### src/rtl/pipe_pkg.sv
// Shared pipeline definitions: handshake state encoding and default
// stage-boundary payload widths.
package pipe_pkg;

    localparam int INST_W  = 32;
    localparam int PC_W    = 32;
    localparam int IF_ID_W = INST_W + PC_W;

    // Encoded as {out_valid, skid_valid}; 2'b01 is unreachable.
    typedef enum logic [1:0] {
        ST_EMPTY = 2'b00,
        ST_FULL  = 2'b10,
        ST_SKID  = 2'b11
    } state_e;

endpackage

### src/rtl/sat_counter.sv
// Saturating up-counter for performance events.
// Ports: clk, rst (sync, active-high), inc, clr (priority over inc), count.
module sat_counter #(
    parameter int CNT_W = 16
) (
    input  logic             clk,
    input  logic             rst,
    input  logic             inc,
    input  logic             clr,
    output logic [CNT_W-1:0] count
);

    always_ff @(posedge clk) begin
        if (rst || clr) begin
            count <= '0;
        end else if (inc && (count != '1)) begin
            count <= count + 1'b1;
        end
    end

endmodule

### src/rtl/pipe_skid_reg.sv
// Inter-stage pipeline register with valid/ready handshake, one-entry skid
// buffer, synchronous flush and a saturating stall-cycle counter.
// Ports: clk, rst, flush; in_valid/in_ready/in_data upstream;
// out_valid/out_ready/out_data downstream; occupancy; stall_cnt/stall_clr.
module pipe_skid_reg
    import pipe_pkg::*;
#(
    parameter int                DATA_W    = IF_ID_W,
    parameter logic [DATA_W-1:0] RESET_VAL = '0,
    parameter int                CNT_W     = 16
) (
    input  logic              clk,
    input  logic              rst,
    input  logic              flush,
    input  logic              in_valid,
    output logic              in_ready,
    input  logic [DATA_W-1:0] in_data,
    output logic              out_valid,
    input  logic              out_ready,
    output logic [DATA_W-1:0] out_data,
    output logic [1:0]        occupancy,
    output logic [CNT_W-1:0]  stall_cnt,
    input  logic              stall_clr
);

    state_e            state;
    logic [DATA_W-1:0] main_q;
    logic [DATA_W-1:0] skid_q;
    logic              skid_valid;
    logic              in_fire;
    logic              out_fire;
    logic              stall;

    // Handshake flags come straight from state flops, so there is no
    // combinational path from any input to any output.
    assign out_valid  = state[1];
    assign skid_valid = state[0];
    assign in_ready   = ~skid_valid;
    assign out_data   = main_q;

    assign in_fire  = in_valid & in_ready;
    assign out_fire = out_valid & out_ready;
    assign stall    = out_valid & ~out_ready;

    always_comb begin
        occupancy = 2'd0;
        unique case (state)
            ST_FULL: occupancy = 2'd1;
            ST_SKID: occupancy = 2'd2;
            default: occupancy = 2'd0;
        endcase
    end

    always_ff @(posedge clk) begin
        if (rst) begin
            state  <= ST_EMPTY;
            main_q <= RESET_VAL;
        end else if (flush) begin
            // Held beats and any beat offered this cycle are dropped.
            state  <= ST_EMPTY;
            main_q <= RESET_VAL;
        end else begin
            unique case (state)
                ST_EMPTY: begin
                    if (in_fire) begin
                        state  <= ST_FULL;
                        main_q <= in_data;
                    end
                end
                ST_FULL: begin
                    if (in_fire && out_fire) begin
                        main_q <= in_data;
                    end else if (in_fire) begin
                        // Downstream stalled: park the new beat, main holds.
                        state  <= ST_SKID;
                        skid_q <= in_data;
                    end else if (out_fire) begin
                        // out_data keeps its last value while empty.
                        state <= ST_EMPTY;
                    end
                end
                ST_SKID: begin
                    if (out_fire) begin
                        state  <= ST_FULL;
                        main_q <= skid_q;
                    end
                end
                default: begin
                    state <= ST_EMPTY;
                end
            endcase
        end
    end

    sat_counter #(
        .CNT_W (CNT_W)
    ) u_stall_cnt (
        .clk   (clk),
        .rst   (rst),
        .inc   (stall),
        .clr   (stall_clr),
        .count (stall_cnt)
    );

    a_no_illegal_state: assert property (
        @(posedge clk) !(~out_valid & skid_valid)
    );

    a_main_held: assert property (
        @(posedge clk) disable iff (rst || flush)
        (out_valid && !out_ready) |=> (out_valid && $stable(main_q))
    );

    a_skid_held: assert property (
        @(posedge clk) disable iff (rst || flush)
        (skid_valid && !out_ready) |=> (skid_valid && $stable(skid_q))
    );

    a_accept_lands: assert property (
        @(posedge clk) disable iff (rst || flush)
        in_fire |=> out_valid
    );

endmodule
### config.mk
export PLATFORM = sky130hd
export DESIGN_NAME = pipe_skid_reg
export DESIGN_NICKNAME = d
export VERILOG_FILES = /design/src/rtl/pipe_pkg.sv /design/src/rtl/sat_counter.sv /design/src/rtl/pipe_skid_reg.sv
export SDC_FILE = /design/constraint.sdc
export NUM_CORES = 1
export LEC_CHECK = 0
export ABC_AREA = 1
export CORE_ASPECT_RATIO = 1.4
export CORE_UTILIZATION = 40
export CTS_CLUSTER_SIZE = 24
export DETAILED_ROUTE_END_ITERATION = 6
export GPL_TIMING_DRIVEN = 0
export PLACE_DENSITY = 0.66
export REMOVE_ABC_BUFFERS = 1
export SLEW_MARGIN = 5
export SYNTH_ARGS = -nofsm -noshare
export SYNTH_HDL_FRONTEND = slang
export SYNTH_HIERARCHICAL = 1
export SYNTH_SLANG_ARGS = --single-unit
### constraint.sdc
create_clock -name clk -period 5.5 [get_ports clk]
set_clock_uncertainty 0.05 [all_clocks]
set_input_delay 1.1 -clock clk [delete_from_list [all_inputs] [get_ports clk]]
set_output_delay 1.1 -clock clk [all_outputs]
set_load 0.01 [all_outputs]
Yosys cells after proc, flatten, opt, wreduce, memory -nomap -nowiden
Index checks and enable logic that the tools add are counted.
{"block": "word_totals", "out_inout_bits": 84, "reg_bits": 146, "input_bits": 70, "wordCells": 41}
{"block": "classes", "add_sub_neg": 1, "reduce_logical": 9, "bitwise_logic": 8, "mux": 11, "eq_ne": 8}
{"operator": "2-to-1 mux 64 bit", "count": 3}
{"operator": "one-hot mux 64 bit (3 select lines)", "count": 1}
{"operator": "adder 16 x 1 -> 16 bit, second input constant", "count": 1}
{"operator": "!= test 16 bit, second input constant", "count": 1}
{"operator": "2-to-1 mux 2 bit", "count": 5}
{"operator": "!= test 2 bit, second input constant", "count": 4}
{"operator": "AND reduction 4 bit", "count": 2}
{"operator": "one-hot mux 2 bit (3 select lines)", "count": 1}
{"operator": "NOT 1 bit", "count": 5}
{"operator": "AND reduction 5 bit", "count": 1}
{"operator": "equality test 2 bit, second input constant", "count": 2}
{"operator": "one-hot mux 2 bit (2 select lines)", "count": 1}
{"operator": "AND 1 bit", "count": 3}
{"operator": "!= test 3 bit, second input constant", "count": 1}
{"operator": "nonzero test 3 bit", "count": 1}
{"operator": "logical AND 1 bit", "count": 2}
{"operator": "zero test 2 bit", "count": 1}
{"operator": "OR reduction 2 bit", "count": 1}
{"operator": "logical OR 1 bit", "count": 1}

Depth between registers and ports, before layout
{"block": "logic_depth", "word_depth": 5, "ltp_mapped": 10}

Cells and area by module
The synthesis kept the hierarchy.
{"mod": "pipe_skid_reg", "n_inst": 1, "cells_per_inst": 602, "area_each_um2": 5662.9}
{"mod": "sat_counter", "n_inst": 1, "cells_per_inst": 149, "area_each_um2": 950.9}

Worst setup path after synthesis
Ideal clock, no wire load.
{"block": "synth_timing", "path_kind": "input-to-reg", "from": "in flush", "to": "reg skid_q[0] (enable)", "path_buffers": 1, "arrival_time_ns": 4.313, "setup_ns": 0.486, "required_time_ns": 4.964, "setup_slack_ns": 0.651, "path_stages": 4, "path_cell_list": "nor2_1 > clkbuf_1 > nand2_1 > nor2_1"}
{"block": "synth_between", "elab_chain_len": 2}
{"element": "start: declaration", "line_no": "pipe_skid_reg.sv:14", "text": "input logic flush,"}
{"element": "NOT 1 bit (no source line)"}
{"element": "AND reduction 5 bit (no source line)"}
{"element": "end signal: assignment", "line_no": "pipe_skid_reg.sv:76", "text": "skid_q <= in_data;"}
{"element": "end: declaration", "line_no": "pipe_skid_reg.sv:28", "text": "logic [DATA_W-1:0] skid_q;"}
Every way passes these cells.
A chain may end at the register's enable or synchronous reset.

Worst setup path in the final report
{"block": "layout_timing", "from": "reg state[1]", "to": "out occupancy[1]"}
{"block": "layout_between", "elab_chain_len": 2, "elab_cells_between_ends": 3, "classes_between": "2 x eq/ne; 1 x mux"}
{"element": "start: declaration", "line_no": "pipe_skid_reg.sv:26", "text": "state_e state;"}
{"element": "start signal: assignment", "line_no": "pipe_skid_reg.sv:56", "text": "state <= ST_EMPTY;"}
{"element": "start signal: assignment", "line_no": "pipe_skid_reg.sv:60", "text": "state <= ST_EMPTY;"}
{"element": "start signal: assignment", "line_no": "pipe_skid_reg.sv:66", "text": "state <= ST_FULL;"}
{"element": "equality test 2 bit", "line_no": "pipe_skid_reg.sv:47", "text": "unique case (state)"}
{"element": "one-hot mux 2 bit (2 select lines) (*)", "line_no": "pipe_skid_reg.sv:47"}
{"element": "end: declaration", "line_no": "pipe_skid_reg.sv:21", "text": "output logic [1:0] occupancy,"}
Mark *: on every way between the ends. The rest lies on a longest branch, timed or not.

==> impl_metrics.py <==
metrics = {
    "clocking": {
        "cts_setup_buffers": 0,
        "clkTransAtPathRegs_ns": 0.06,
        "clock_latency_ns": 0.42,
        "ctsHoldBuffers": 0,
        "cts_sinks": 146,
        "cts_resized": 0,
        "cts_tree": "yes",
        "htreeDepth": 4,
        "cts_buffers": 17,
        "clockBufferDepth": 2,
        "root_buffer": "clkbuf_16",
    },
    "synthesis": {
        "synth_edf_count": 64,
        "synth_top_family_by_area": "simple AND/OR/NAND/NOR gates",
        "synth_seq_cells": 146,
        "synth_top_area_share_pct": 29.1,
        "synth_simple_gate_area_share_pct": 25.3,
        "yosysSeqAreaShare_pct": 53.9,
        "syn-cell-area_um2": 6610,
        "ys_async_sr_fraction_pct": 0,
        "syn-instance-count": 751,
        "ys.warnings.count": 6,
        "yosys-top-cells-count": "179 x nand2_1, 103 x nor2_1, 82 x dfxtp_1, 75 x a21oi_1, 74 x nand3_1",
        "synthAdderAreaFrac_pct": 1.14,
        "synth_ff_type": "dfxtp_1",
        "yosysTopAreaCell": "edfxtp_1",
        "synth_xor_area_share_pct": 0,
        "avgSynthCellArea_um2": 8.81,
        "synth_cell_types": 28,
        "synth_compound_area_share_pct": 13.4,
        "synth_most_common_cell": "nand2_1",
        "ys_top_cells_by_area": "edfxtp_1 29%, dfxtp_1 25%, nand2_1 10%",
        "synth_mux_area_share_pct": 0,
    },
    "layout": {
        "area_growth_pct": 34.6,
        "fin_cells": 1091,
        "nFillCells": 1499,
        "drive_above_1_share_pct": 7.96,
        "final_net_count": 955,
        "n_antenna_cell": 0,
    },
    "status": {
        "outcome": "finished clean",
    },
    "route": {
        "maxUsedRoutingLayer": "met4",
        "routed_wirelength_mm": 16.3,
        "ant_nets": 0,
        "firstDrtPassIters": 4,
        "num_vias": 5446,
        "wl_per_cell_um": 15.0,
        "drcViolationCount": 0,
        "routed-wl-met2_mm": 8.16,
        "via_per_inst": 4.99,
        "m1WireLength_mm": 7.40,
        "route.met3.wl_um": 637,
        "drt-initial-drc-count": 342,
    },
    "die": {
        "die_x_um": 111,
        "initial_core_util_pct": 40.9,
        "die_area_um2": 17100,
        "ioPinCount": 154,
        "coreArea_um2": 16200,
        "chipHeight_um": 154,
        "fp-row-count": 55,
    },
    "sta": {
        "max_freq_ghz": 0.285,
        "slew_violations": 0,
        "grt_setup_unrepaired": "false",
        "hold-worst-slack_ns": 0.427,
        "hold_viol": 0,
        "fin_setup_tns_ns": 0,
        "finalSetupViolCount": 0,
        "maxSlewHeadroom_pct": 23.9,
        "fin_crit_sh_pct": 63.9,
        "worst_pin_slew_ns": 1.14,
        "period_needed_ns": 3.51,
    },
    "min_path": {
        "hold_path_class": "reg2reg",
    },
    "global_routing": {
        "grt_pass1_vias": 4970,
        "grt_pass1_wl_mm": 26.2,
        "antenna_found_initial": 0,
        "overflow": 0,
        "track_usage_pct": 19.4,
        "grt_max_degree": 109,
    },
    "power_and_ir_drop": {
        "power_w": 0.00300,
        "p_leak_nw": 3.20,
        "irDropWorstVdd_mv": 0.204,
        "power_density_nw_per_um2": 337,
    },
    "run": {
        "drv_cap": 0,
    },
    "place": {
        "portBuffers": 153,
        "gp_congestion": 0.879,
        "dp_cells": 1059,
        "dpl.hpwl_mm": 9.99,
    },
    "critical_path": {
        "crit_type": "reg2out",
        "crit_fanout": 67,
        "crit_path_end_kind": "output pin",
        "crit_arrival_ns": 2.36,
        "start_kind": "flop",
        "critPathRequiredTime_ns": 4.35,
    },
}
final cells by class:
type / instances / area, um2 / area share [%]
inverter: 21 / 83.8 / 0.942
clock buffer: 18 / 429 / 4.82
tap: 199 / 249 / 2.80
timing repair buffer: 159 / 1670 / 18.8
multi-input combinational: 534 / 2670 / 30.0
clock inverter: 14 / 234 / 2.63
sequential: 146 / 3560 / 40.0
stage by stage:
stage | setup slack [ns] | util, % | cell area (um2)
2_1_floorplan | -1.04 | - | 6280
3_3_place_gp | -5.12 | 49.8 | 8060
3_5_place_dp | 1.77 | 50.9 | 8240
4_1_cts | 1.94 | 55.0 | 8900
5_1_grt | 1.86 | 55.0 | 8900
6_report | 1.99 | 55.0 | 8900
sequential cells by signal (all words and copies together) (netlist names):
name / count
skid_q: 64
u_stall_cnt/count: 16
out_data: 64
state: 2
critical path: stages, from the launching register on:
cell and delay, ns:
dfxtp_1 0.51, ha_4 0.73, clkdlybuf4s50_1 0.68
routing by layer:
| layer | global-route usage (%) | up-vias |
|---|---|---|
| met5 | 0 | - |
| met4 | 6.10 | 0 |
| met3 | 4.65 | 13 |
| met2 | 33.1 | 118 |
| met1 | 24.0 | 2543 |
| li1 | - | 2772 |
cell families after synthesis:
group,after synthesis
AO/OA/AOI/OAI,144
adder cells (fa/ha/maj),6
buffers and inverters,71
flip-flops,146
AND/OR/NAND/NOR,384
layout by cell type (no fill, tap or decap), types with 4 or more instances in the layout:
cell / synthesis / routed
nand2_1: 179 / 178
clkdlybuf4s50_1: 0 / 153
nor2_1: 103 / 101
dfxtp_1: 82 / 82
a21oi_1: 75 / 75
nand3_1: 74 / 74
edfxtp_1: 64 / 64
a21boi_0: 41 / 41
a21boi_1: 24 / 24
clkbuf_16: 0 / 17
inv_1: 14 / 14
nand3_2: 10 / 10
nor2_4: 4 / 6
bufinv_16: 0 / 6
inv_2: 6 / 5
ha_1: 6 / 5
nor2_2: 4 / 4
clkinv_2: 0 / 4
final timing paths:
check	startpoint	endpoint	slack, ns	cells after the start
hold / removal	out_data[60]$_SDFFE_PP0P_	out_data[60]$_SDFFE_PP0P_	0.43	2
setup / recovery	state[1]$_SDFFE_PP0P_	occupancy[1]	1.99	2
setup reg to reg	state[1]$_SDFFE_PP0P_	out_data[29]$_SDFFE_PP0P_	2.66	6
hold reg to reg	out_data[60]$_SDFFE_PP0P_	out_data[60]$_SDFFE_PP0P_	0.43	2
power breakdown:
part / total, W / switching (W) / internal (W) / leakage, nW
Sequential: 0.00120 / 0.0000244 / 0.00118 / 1.24
Combinational: 0.000489 / 0.000264 / 0.000225 / 1.63
Clock: 0.00131 / 0.000456 / 0.000850 / 0.324
No activity file was read; power rests on OpenSTA's default activity.
